$ cat config.mk
export PLATFORM = sky130hd
export DESIGN_NAME = quant_stream_sequencer
export DESIGN_NICKNAME = d
export VERILOG_FILES = /design/src/rtl/quant_seq_pkg.sv /design/src/rtl/sync_fifo.sv /design/src/rtl/quant_stream_sequencer.sv
export SDC_FILE = /design/constraint.sdc
export NUM_CORES = 1
export LEC_CHECK = 0
export ABC_AREA = 1
export BUFFER_PORTS_ARGS = -buffer_cell sky130_fd_sc_hd__buf_4
export CAP_MARGIN = 20
export CORE_ASPECT_RATIO = 0.9
export CORE_MARGIN = 3
export CORE_UTILIZATION = 35
export DETAILED_ROUTE_END_ITERATION = 6
export PLACE_DENSITY = 0.6
export SYNTH_ARGS = -nofsm -noshare
export SYNTH_HDL_FRONTEND = slang
export SYNTH_HIERARCHICAL = 1
export SYNTH_SLANG_ARGS = --single-unit
export TNS_END_PERCENT = 30
$ cat constraint.sdc
create_clock -name clk -period 3.1 [get_ports clk]
set_clock_uncertainty 0.1 [all_clocks]
set_input_delay 0.31 -clock clk [delete_from_list [all_inputs] [get_ports clk]]
set_output_delay 0.31 -clock clk [all_outputs]
set_load 0.02 [all_outputs]
$ cat src/rtl/quant_seq_pkg.sv
// Shared types and constants for the requantization stream sequencer.
// Q8.24 scale constant and byte-packing factor live here with the FSM state type.
package quant_seq_pkg;

  typedef enum logic [1:0] {
    S_IDLE,
    S_RUN,
    S_DRAIN,
    S_DONE
  } state_t;

  localparam int          PACK = 4;
  localparam logic [31:0] ONE  = 32'h0100_0000;

endpackage

$ cat src/rtl/sync_fifo.sv
// Single-clock first-word-fall-through FIFO with an occupancy count.
// Used to buffer quantizer results, which arrive whether or not the packer can take them.
module sync_fifo #(
  parameter int WIDTH = 8,
  parameter int DEPTH = 16,
  parameter int CNT_W = $clog2(DEPTH + 1)
) (
  input  logic             clk,
  input  logic             reset,
  input  logic             push,
  input  logic [WIDTH-1:0] din,
  input  logic             pop,
  output logic [WIDTH-1:0] dout,
  output logic [CNT_W-1:0] count,
  output logic             empty
);

  localparam int AW = (DEPTH > 1) ? $clog2(DEPTH) : 1;

  logic [WIDTH-1:0] mem [DEPTH];
  logic [AW-1:0]    wr_ptr, rd_ptr;
  logic             full, do_push, do_pop;

  assign full    = (count == CNT_W'(DEPTH));
  assign empty   = (count == '0);
  assign do_push = push && !full;
  assign do_pop  = pop && !empty;
  assign dout    = mem[rd_ptr];

  function automatic logic [AW-1:0] next_ptr(input logic [AW-1:0] p);
    return (p == AW'(DEPTH - 1)) ? '0 : p + 1'b1;
  endfunction

  // NOTE: storage is left unreset; the count guards every read, so a reset port on the array would only cost area.
  always_ff @(posedge clk) begin
    if (do_push) mem[wr_ptr] <= din;
  end

  always_ff @(posedge clk) begin
    if (reset) begin
      wr_ptr <= '0;
      rd_ptr <= '0;
      count  <= '0;
    end else begin
      if (do_push) wr_ptr <= next_ptr(wr_ptr);
      if (do_pop)  rd_ptr <= next_ptr(rd_ptr);
      case ({do_push, do_pop})
        2'b10:   count <= count + 1'b1;
        2'b01:   count <= count - 1'b1;
        default: count <= count;
      endcase
    end
  end

  always_ff @(posedge clk) begin
    if (!reset) assert (!(push && full));
  end

endmodule

$ cat src/rtl/quant_stream_sequencer.sv
// Streams one job of int32 accumulators through the external quantizer and packs the
// int8 results four per word into the output buffer, honouring write backpressure.
module quant_stream_sequencer
  import quant_seq_pkg::*;
#(
  parameter int ADDR_W     = 10,
  parameter int LEN_W      = 16,
  parameter int QLAT       = 4,
  parameter int FIFO_DEPTH = 16
) (
  input  logic              clk,
  input  logic              reset,
  input  logic              start,
  input  logic [LEN_W-1:0]  length,
  input  logic [ADDR_W-1:0] src_base,
  input  logic [ADDR_W-1:0] dst_base,
  input  logic [31:0]       scale,
  output logic              busy,
  output logic              done,
  output logic              acc_rd_en,
  output logic [ADDR_W-1:0] acc_rd_addr,
  input  logic [31:0]       acc_rd_data,
  output logic [31:0]       q_value,
  output logic [31:0]       q_scale,
  output logic              q_valid,
  input  logic [7:0]        q_result,
  input  logic              q_result_valid,
  output logic              out_wr_en,
  output logic [ADDR_W-1:0] out_wr_addr,
  output logic [31:0]       out_wr_data,
  input  logic              out_wr_ready
);

  localparam int CNT_W = $clog2(FIFO_DEPTH + 1);
  localparam logic [CNT_W:0] DEPTH_C = (CNT_W + 1)'(FIFO_DEPTH);

  if (FIFO_DEPTH < QLAT + 2) begin : g_depth_check
    $error("FIFO_DEPTH must cover the quantizer latency plus two");
  end

  state_t            state, state_nxt;
  logic [LEN_W-1:0]  len_r, issue_cnt, pop_cnt;
  logic [ADDR_W-1:0] src_r;
  logic [31:0]       scale_r, word_nxt;
  logic [CNT_W-1:0]  inflight, fifo_count;
  logic [CNT_W:0]    credit_sum;
  logic [1:0]        byte_idx;
  logic [7:0]        fifo_dout;
  logic              fifo_empty, res_accept, pop, last_elem, last_word, wr_accept;

  assign busy        = (state != S_IDLE);
  assign done        = (state == S_DONE);
  assign q_value     = acc_rd_data;
  assign q_scale     = scale_r;
  assign acc_rd_addr = src_r + ADDR_W'(issue_cnt);

  // Every issued read owns a FIFO slot until its byte is popped, so the FIFO can never overflow.
  assign credit_sum = {1'b0, inflight} + {1'b0, fifo_count};
  assign acc_rd_en  = (state == S_RUN) && (credit_sum < DEPTH_C);

  // Results with no outstanding read are leftovers from an aborted job still in the quantizer.
  assign res_accept = q_result_valid && busy && (inflight != '0);
  assign wr_accept  = out_wr_en && out_wr_ready;
  assign pop        = !fifo_empty && (!out_wr_en || out_wr_ready);
  assign last_elem  = (pop_cnt == len_r - 1'b1);

  always_comb begin
    word_nxt = (byte_idx == '0) ? '0 : out_wr_data;
    word_nxt[8*byte_idx +: 8] = fifo_dout;
  end

  sync_fifo #(.WIDTH(8), .DEPTH(FIFO_DEPTH), .CNT_W(CNT_W)) u_fifo (
    .clk   (clk),
    .reset (reset),
    .push  (res_accept),
    .din   (q_result),
    .pop   (pop),
    .dout  (fifo_dout),
    .count (fifo_count),
    .empty (fifo_empty)
  );

  // NOTE: defaulting state_nxt before the case keeps this block purely combinational (no latch).
  always_comb begin
    state_nxt = state;
    case (state)
      S_IDLE:  if (start) state_nxt = (length == '0) ? S_DONE : S_RUN;
      S_RUN:   if (acc_rd_en && (issue_cnt == len_r - 1'b1)) state_nxt = S_DRAIN;
      S_DRAIN: if (wr_accept && last_word) state_nxt = S_DONE;
      S_DONE:  state_nxt = S_IDLE;
      default: state_nxt = S_IDLE;
    endcase
  end

  always_ff @(posedge clk) begin
    if (reset) state <= S_IDLE;
    else       state <= state_nxt;
  end

  // NOTE: non-blocking assignments throughout, so the later pop branch can override the accept branch cleanly.
  always_ff @(posedge clk) begin
    if (reset) begin
      len_r       <= '0;
      src_r       <= '0;
      scale_r     <= '0;
      issue_cnt   <= '0;
      pop_cnt     <= '0;
      inflight    <= '0;
      byte_idx    <= '0;
      last_word   <= 1'b0;
      q_valid     <= 1'b0;
      out_wr_en   <= 1'b0;
      out_wr_addr <= '0;
      out_wr_data <= '0;
    end else begin
      q_valid <= acc_rd_en;

      if (state == S_IDLE && start) begin
        len_r       <= length;
        src_r       <= src_base;
        scale_r     <= scale;
        out_wr_addr <= dst_base;
        issue_cnt   <= '0;
        pop_cnt     <= '0;
        byte_idx    <= '0;
        last_word   <= 1'b0;
      end

      if (acc_rd_en) issue_cnt <= issue_cnt + 1'b1;

      case ({acc_rd_en, res_accept})
        2'b10:   inflight <= inflight + 1'b1;
        2'b01:   inflight <= inflight - 1'b1;
        default: inflight <= inflight;
      endcase

      if (wr_accept) begin
        out_wr_en   <= 1'b0;
        out_wr_addr <= out_wr_addr + 1'b1;
      end

      if (pop) begin
        out_wr_data <= word_nxt;
        byte_idx    <= byte_idx + 1'b1;
        pop_cnt     <= pop_cnt + 1'b1;
        if (byte_idx == 2'(PACK - 1) || last_elem) begin
          out_wr_en <= 1'b1;
          last_word <= last_elem;
          byte_idx  <= '0;
        end
      end
    end
  end

endmodule

==> results of run 1 <==
[metrics by stage]
step,std cells,utilization [%],setup slack [ns],setup TNS [ns],power [mW]
after floorplan,1687,-,0.563,0,8.73
after global placement,2317,39.7,0.427,0,10.3
after detailed placement,2317,39.7,0.314,0,10.4
after CTS,2447,44.3,0.0536,0,14.5
after global routing,2447,44.4,-0.0291,-0.0291,15.4
final,2447,44.4,0.159,0,14.4
[cells by family (layout without fill, tap and decap cells)]
logic type | after synthesis | after routing
AND/OR/NAND/NOR | 680 | 680
AO/OA/AOI/OAI | 353 | 353
buffers and inverters | 302 | 530
flip-flops | 289 | 289
adder cells (fa/ha/maj) | 40 | 40
XOR/XNOR | 23 | 23
[sequential cells by signal, summed over array words and instances, names as in the netlist, 4 cells and up, named ones only]
| signal | count |
|---|---|
| q_scale | 32 |
| len_r | 16 |
| issue_cnt | 16 |
| src_r | 10 |
| inflight | 5 |
| u_fifo/mem | 128 |
| u_fifo/wr_ptr | 4 |
| pop_cnt | 16 |
| u_fifo/rd_ptr | 4 |
| out_wr_data | 32 |
| out_wr_addr | 10 |
| u_fifo/count | 5 |
[final timing paths]
path | startpoint | end
hold / removal | q_result[1] | u_fifo/mem[4][1]
hold reg to reg | out_wr_data[28] | out_wr_data[28]
setup reg to reg | state[0] | inflight[4]
setup / recovery | issue_cnt[3] | acc_rd_addr[8]
[report_power, final]
group / internal (mW) / total [mW] / leakage [nW] / switching (mW)
logic: 1.91 / 5.49 / 4.21 / 3.58
registers: 4.45 / 4.96 / 2.47 / 0.505
clock network: 2.31 / 3.98 / 0.541 / 1.67
[layout make-up]
class / instances / area [sq um] / share of cell area [%]
Clock buffer: 51 / 985 / 5.59
Clock inverter: 7 / 135 / 0.767
Inverter: 204 / 766 / 4.35
Multi-Input combinational cell: 1096 / 5790 / 32.9
Sequential cell: 289 / 7080 / 40.2
Tap cell: 532 / 666 / 3.78
Timing Repair Buffer: 268 / 2200 / 12.5
[routing by layer]
metal	track usage (%)	share of wire, %	vias to the layer above	wire [microns]
met1	24.9	46	5811	18300
met5	0	0	-	0
met4	7.66	3.5	0	1370
met3	2.99	4.7	85	1860
met2	28.4	45	285	18000
li1	-	-	6061	-
[repair_timing]
item / CTS / global route
gates resized for setup: 3 / 8
endpoints found under the setup margin: 2 / 3
pin swaps: 0 / 1
hold buffers: 72 / 0
hold endpoints to repair: 128 / 0
[worst max-delay path, cell delays in order, from the launching register on]
cell	delay [ns]
dfxtp_2	0.34
ha_1	0.35
a21oi_1	0.19
o21ai_2	0.09
a21o_1	0.17
a21oi_2	0.15
inv_1	0.05
a21oi_1	0.12
nor2_1	0.05
nor2_1	0.11
xor2_1	0.17
buf_4	0.17
[placed cells by master (no fill, tap or decap), types with 11 or more instances in the layout]
| cell type | netlist | routed |
|---|---|---|
| o21ai_0 | 137 | 135 |
| buf_4 | 33 | 195 |
| clkbuf_16 | 0 | 34 |
| nand2_1 | 264 | 263 |
| xor2_1 | 15 | 15 |
| dfxtp_1 | 161 | 156 |
| nor2_1 | 184 | 184 |
| nand4_1 | 17 | 17 |
| a21oi_1 | 138 | 136 |
| o211ai_1 | 23 | 23 |
| nand3_1 | 147 | 147 |
| a211oi_1 | 11 | 11 |
| dlygate4sd3_1 | 0 | 72 |
| ha_1 | 38 | 36 |
| nor3_1 | 13 | 13 |
| nor2_2 | 13 | 13 |
| edfxtp_1 | 128 | 128 |
| inv_1 | 197 | 197 |
==> metrics.txt, run 1 <==
antenna cell count=0; cell taking the most area after synthesis=edfxtp_1; placed instance area=0.0157 sq mm; Min-Delay Path Depth=1; Via Count=between 10000 and 15000; Synth Register Bits=289; Remaining Overflow, GRT=0; actual slew at the worst max-slew pin=0.792 ns; XOR/XNOR share of the synthesized area=between 1 and 1.5%; Syn Std Cell Area=about 0.014 sq mm; critical path capture point type=output port; initial antenna violation count=0; Setup Viol. Count Final=0; post-synthesis simple-gate area fraction=between 20% and 30%; H-Tree Depth=2; Final Instance Area=about 0.018 sq mm; Skew-Pair Late Insertion Delay=0.56 ns; sequential share of the synthesized area=between 40% and 50%; die width=between 200 and 250 microns; ratio of cells with drive above 1 in the final layout=approximately 16%; clock transition at the registers of the reported paths=0.06 ns; GRT Util Overall=between 10% and 20%; total number of yosys warnings=6; Root Driver=clkbuf_16; Layout area overhead=24.6%; Final nets=between 2000 and 2500; Hold Vio Cnt, Final=0; IO buf count=169; required time of the critical path=between 2 and 3 ns; DRC violations left=0; initial core utilization=between 30% and 40%; Post-DRT Antenna Nets=0; 1st-pass router iterations=5; Avg WL per Cell=~16 microns; adder-cell share of the synthesized area=3.65%; Longest Clk Path Bufs=3; critical path data arrival time=around 2.5 ns; FMAX=around 0.34 GHz; FFs w/ async S/R, synth=0%; CTS tree=yes; largest net degree at the start of global routing=65; Area contributors post-synth=edfxtp_1 27%, dfxtp_1 23%, nand2_1 7.0%; RSZ-0062 raised after global routing=yes; Avg Vias per Cell=around 5.0; Synth Net Count=approximately 1800; Synth cell types=54; LEAKAGE=approximately 7.2 nW; GPL Wtd Cong=about 0.86; slew margin rel.=a little under half; CP max FO=5; Die H=around 200 microns; mux cell area share after synthesis=0%; Post-synth EDFFs=approximately 130; Post-Syn Instances=approximately 1700; clock sink count=~290; final-layout fill cell count=roughly 3800; Top FF cell, synth=dfxtp_1; peak supply drop=between 0.0003 and 0.0004 V; die area=between 0.04 and 0.05 sq mm; WL final=roughly 40000 microns; period utilisation layout=a little over nine tenths; Core Footprint=0.0397 sq mm; Synth Area per Inst=~8.4 sq um; postcts setup bufs=0; post-synth top area share=a little over a quarter; Initial DRC Count=~940; library cell with the highest instance count after synthesis=nand2_1; R2R Setup Slk=0.35 ns; DP Wirelength=about 28000 microns; CP Class=flip-flop to output port; Ports=around 230; Synth top cells by count=264 x nand2_1, 197 x inv_1, 184 x nor2_1, 161 x dfxtp_1, 147 x nand3_1; hold slack=about 0.035 ns; outcome=finished, final reports clean; vias in the first global route=11616; Hold WC Path Type=primary input to flip-flop; Worst Reg2Reg Path Length in Cells=15; post-route minimum period=about 2.9 ns; Critical Path Start Type=flip-flop; Max-Cap Viols=0; main combinational cell family by area after synthesis=simple AND/OR/NAND/NOR gates; TritonCTS buffer count=34; first-pass GRT wire length=approximately 62000 microns; complex-gate fraction of the synthesized area=about 14%; fin. max-slew vios=0; Cell Rows=69; Power per Cell Area=around 820 mW/mm^2
Power figures use the tool's default switching activity.
==> run 2: changes to the inputs <==
--- a/config.mk
+++ b/config.mk
@@ -15,6 +15,5 @@
 export PLACE_DENSITY = 0.6
 export SYNTH_ARGS = -nofsm -noshare
 export SYNTH_HDL_FRONTEND = slang
-export SYNTH_HIERARCHICAL = 1
 export SYNTH_SLANG_ARGS = --single-unit
 export TNS_END_PERCENT = 30
==> run 2 against run 1 <==
Effect of this change: power decreased by 1.8%; first-iteration DRC count decreased by 13%; wire length decreased by 5.6%; via count decreased by 4.4%; clock power about the same; flip-flop and latch count unchanged; final cell count decreased by 3.6%; largest power group unchanged.
==> metrics.txt, run 2 <==
outcome=finished, final reports clean; initial antenna violation count=0; main combinational cell family by area after synthesis=simple AND/OR/NAND/NOR gates; Layout area overhead=24.3%; Longest Clk Path Bufs=3; Critical Path Start Type=flip-flop; Initial DRC Count=~810; Setup TNS=0 ns; adder-cell share of the synthesized area=slightly below 4%; Post-DRT Antenna Nets=0; WL final=roughly 37000 microns; sequential share of the synthesized area=roughly half; DRC violations left=0; RSZ-0062 raised after global routing=no; flip-flop count of the largest register after layout=128; GRT Util Overall=between 10% and 20%; most frequent cells in the layout=267 x nand2_1, 203 x buf_4, 183 x nor2_1; crit path max-delay cell type=fa_1; Pint=about 8.8 mW; Final Instance Area=~0.017 sq mm; final-layout fill cell count=3699; Area contributors post-synth=edfxtp_1 28%, dfxtp_1 23%, nand2_1 7.2%; Via Count=11698; Synth Area per Inst=around 8.6 sq um; H-Tree Depth=2; Synth top cells by count=268 x nand2_1, 183 x nor2_1, 161 x dfxtp_1, 149 x inv_1, 133 x a21oi_1; critical path capture point type=output port; required time of the critical path=about 2.7 ns; Synth Register Bits=about 290; antenna cell count=0; clock transition at the registers of the reported paths=roughly 0.060 ns; Cell Rows=68; CTS tree=yes; Post-synth EDFFs=approximately 130; XOR/XNOR share of the synthesized area=between 1 and 1.5%; Die H=between 150 and 200 microns; Core Footprint=0.0387 sq mm; Top delay family on crit path=adder cells; die width=about 220 microns; Post-Syn Instances=about 1600; commonest non-fill, non-tap cell in the layout=nand2_1; postcts setup bufs=0; Max-Cap Viols=0; IO buf count=~170; Root Driver=clkbuf_16; Clk pwr share=28.3%; period utilisation layout=between 90% and 100%; ratio of cells with drive above 1 in the final layout=between 10% and 20%; FFs w/ async S/R, synth=0%; cell taking the most area after synthesis=edfxtp_1; Skew-Pair Late Insertion Delay=about 0.52 ns; critical path data arrival time=roughly 2.5 ns; library cell with the highest instance count after synthesis=nand2_1; Remaining Overflow, GRT=0; Seq pwr share=a little over a third; post-synthesis simple-gate area fraction=between 10% and 20%; Sw Pwr=around 5.4 mW; worst-path cell chain=ha_1 > inv_1 > fa_1 > o21ai_2 > a21o_1 > a21oi_2 > inv_1 > a21oi_1 > nor2_1 > nor2_1 > xor2_1 > buf_4; Logic pwr share=~37%; placed instance area=~0.016 sq mm; Final nets=around 2000; area of the multi-input gates=between 0.005 and 0.006 sq mm; Buf/Inv on CP=3; Setup Viol. Count Final=0; Syn Std Cell Area=approximately 0.014 sq mm; slew margin rel.=roughly 47%; clock sink count=slightly below 300; post-route minimum period=slightly below 3 ns; GPL Wtd Cong=about 0.86; largest net degree at the start of global routing=65; DP Wirelength=26100 microns; Avg Vias per Cell=about 5.0; initial core utilization=between 30% and 40%; actual slew at the worst max-slew pin=0.801 ns; LEAKAGE=6.89 nW; Top FF cell, synth=dfxtp_1; fin. max-slew vios=0; Synth cell types=52; Ports=roughly 230; mux cell area share after synthesis=about 2.3%; Avg WL per Cell=~16 microns; Largest Register=u_fifo.mem; Synth Net Count=1767; die area=between 0.04 and 0.05 sq mm; first-pass GRT wire length=60000 microns; vias in the first global route=approximately 11000; CP Class=flip-flop to output port; Hold Vio Cnt, Final=0; post-synth top area share=between 20% and 30%; total number of yosys warnings=0; FMAX=0.344 GHz; Hold WC Path Type=primary input to flip-flop; switch share=around two fifths; slowest stage delay, CP=a little over 0.4 ns; Power per Cell Area=821 mW/mm^2; 1st-pass router iterations=5; peak supply drop=approximately 0.00036 V; TritonCTS buffer count=34; CP max FO=7; Reg area=0.00708 sq mm; complex-gate fraction of the synthesized area=between 10% and 20%
-- run 2: cell count changes after synthesis, sizes merged, moves of 4 or more --
cell,before,now
xor2,15,7
xnor2,8,12
a211oi,12,4
nor2,202,197
nand3,150,118
mux2i,0,32
nand4,17,9
inv,203,156
clkbuf,36,46
buf,62,49
a21oi,140,135
-- run 2: routing by layer --
| metal | up-vias | part of all wire (%) | GRT usage [%] |
|---|---|---|---|
| met5 | - | 0 | 0 |
| met4 | 0 | 2.1 | 4.74 |
| met3 | 61 | 4.9 | 2.77 |
| met2 | 312 | 47 | 28.9 |
| met1 | 5488 | 46 | 23.6 |
| li1 | 5837 | - | - |
-- run 2: kinds of logic (layout without fill, tap and decap cells) --
family | Yosys count | in the layout
compound gates | 339 | 339
xor+xnor | 19 | 19
fa+ha+maj | 42 | 42
buf+inv | 254 | 476
flops | 289 | 289
mux | 32 | 32
simple gates | 637 | 637
-- run 2: path summary, 6_finish.rpt --
| kind | startpoint | end | slack [ns] | cells past startpoint |
|---|---|---|---|---|
| min | length[10] | len_r[10] | 0.03 | 3 |
| max | issue_cnt[0] | acc_rd_addr[8] | 0.19 | 12 |
| max reg2reg | state[1] | u_fifo.count[4] | 0.30 | 16 |
| min reg2reg | out_wr_data[1] | out_wr_data[1] | 0.36 | 2 |
-- run 2: per-stage QoR --
stage          utilization, %  cells  hold WS [ns]  setup WS, ns  total power, mW
5_1_grt                  44.5   2359        0.0253        0.0161             15.2
4_1_cts                  44.5   2359      0.000445        0.0133             14.3
3_3_place_gp             40.2   2247         0.356         0.364             10.1
3_5_place_dp             40.2   2247         0.359         0.312             10.2
6_report                 44.5   2359        0.0326         0.189             14.2
2_1_floorplan               -   1612         0.309         0.335             8.61
-- run 2: repair_timing --
| action | CTS | global route |
|---|---|---|
| endpoints found under the hold margin | 53 | 0 |
| setup endpoints to repair | 1 | 2 |
| hold buffers | 53 | 0 |
| pin swaps | 0 | 2 |
| resized for setup | 1 | 10 |
| gates cloned | 0 | 0 |
-- run 2: final cells by class --
class	instances	area share, %
clock inverter	10	0.863
timing repair buffer	258	12.1
clock buffer	49	5.61
inverter	159	3.46
tap	525	3.81
sequential	289	41.0
multi-input combinational	1069	33.1
-- run 2: power by group through the flow --
stage               clock (mW)  sequential [mW]  combinational, mW
detailed placement           0             4.98               5.19
floorplan                    0             5.02               3.59
CTS                       4.13             4.90               5.27
global route              4.28             4.99               5.94
global placement             0             4.96               5.10
finish                    4.00             4.91               5.25
-- run 2: worst reg2reg max path, stage by stage, from the launching register on --
cell     delay, ns
dfxtp_1       0.38
inv_1         0.08
ha_1          0.23
inv_2         0.10
nand3_1       0.11
a21oi_1       0.21
inv_2         0.11
ha_1          0.27
ha_1          0.35
nand2_1       0.07
nand2_1       0.05
a31oi_1       0.14
inv_1         0.06
o21ai_0       0.15
a21oi_1       0.07
o21ai_0       0.16
a21oi_1       0.05
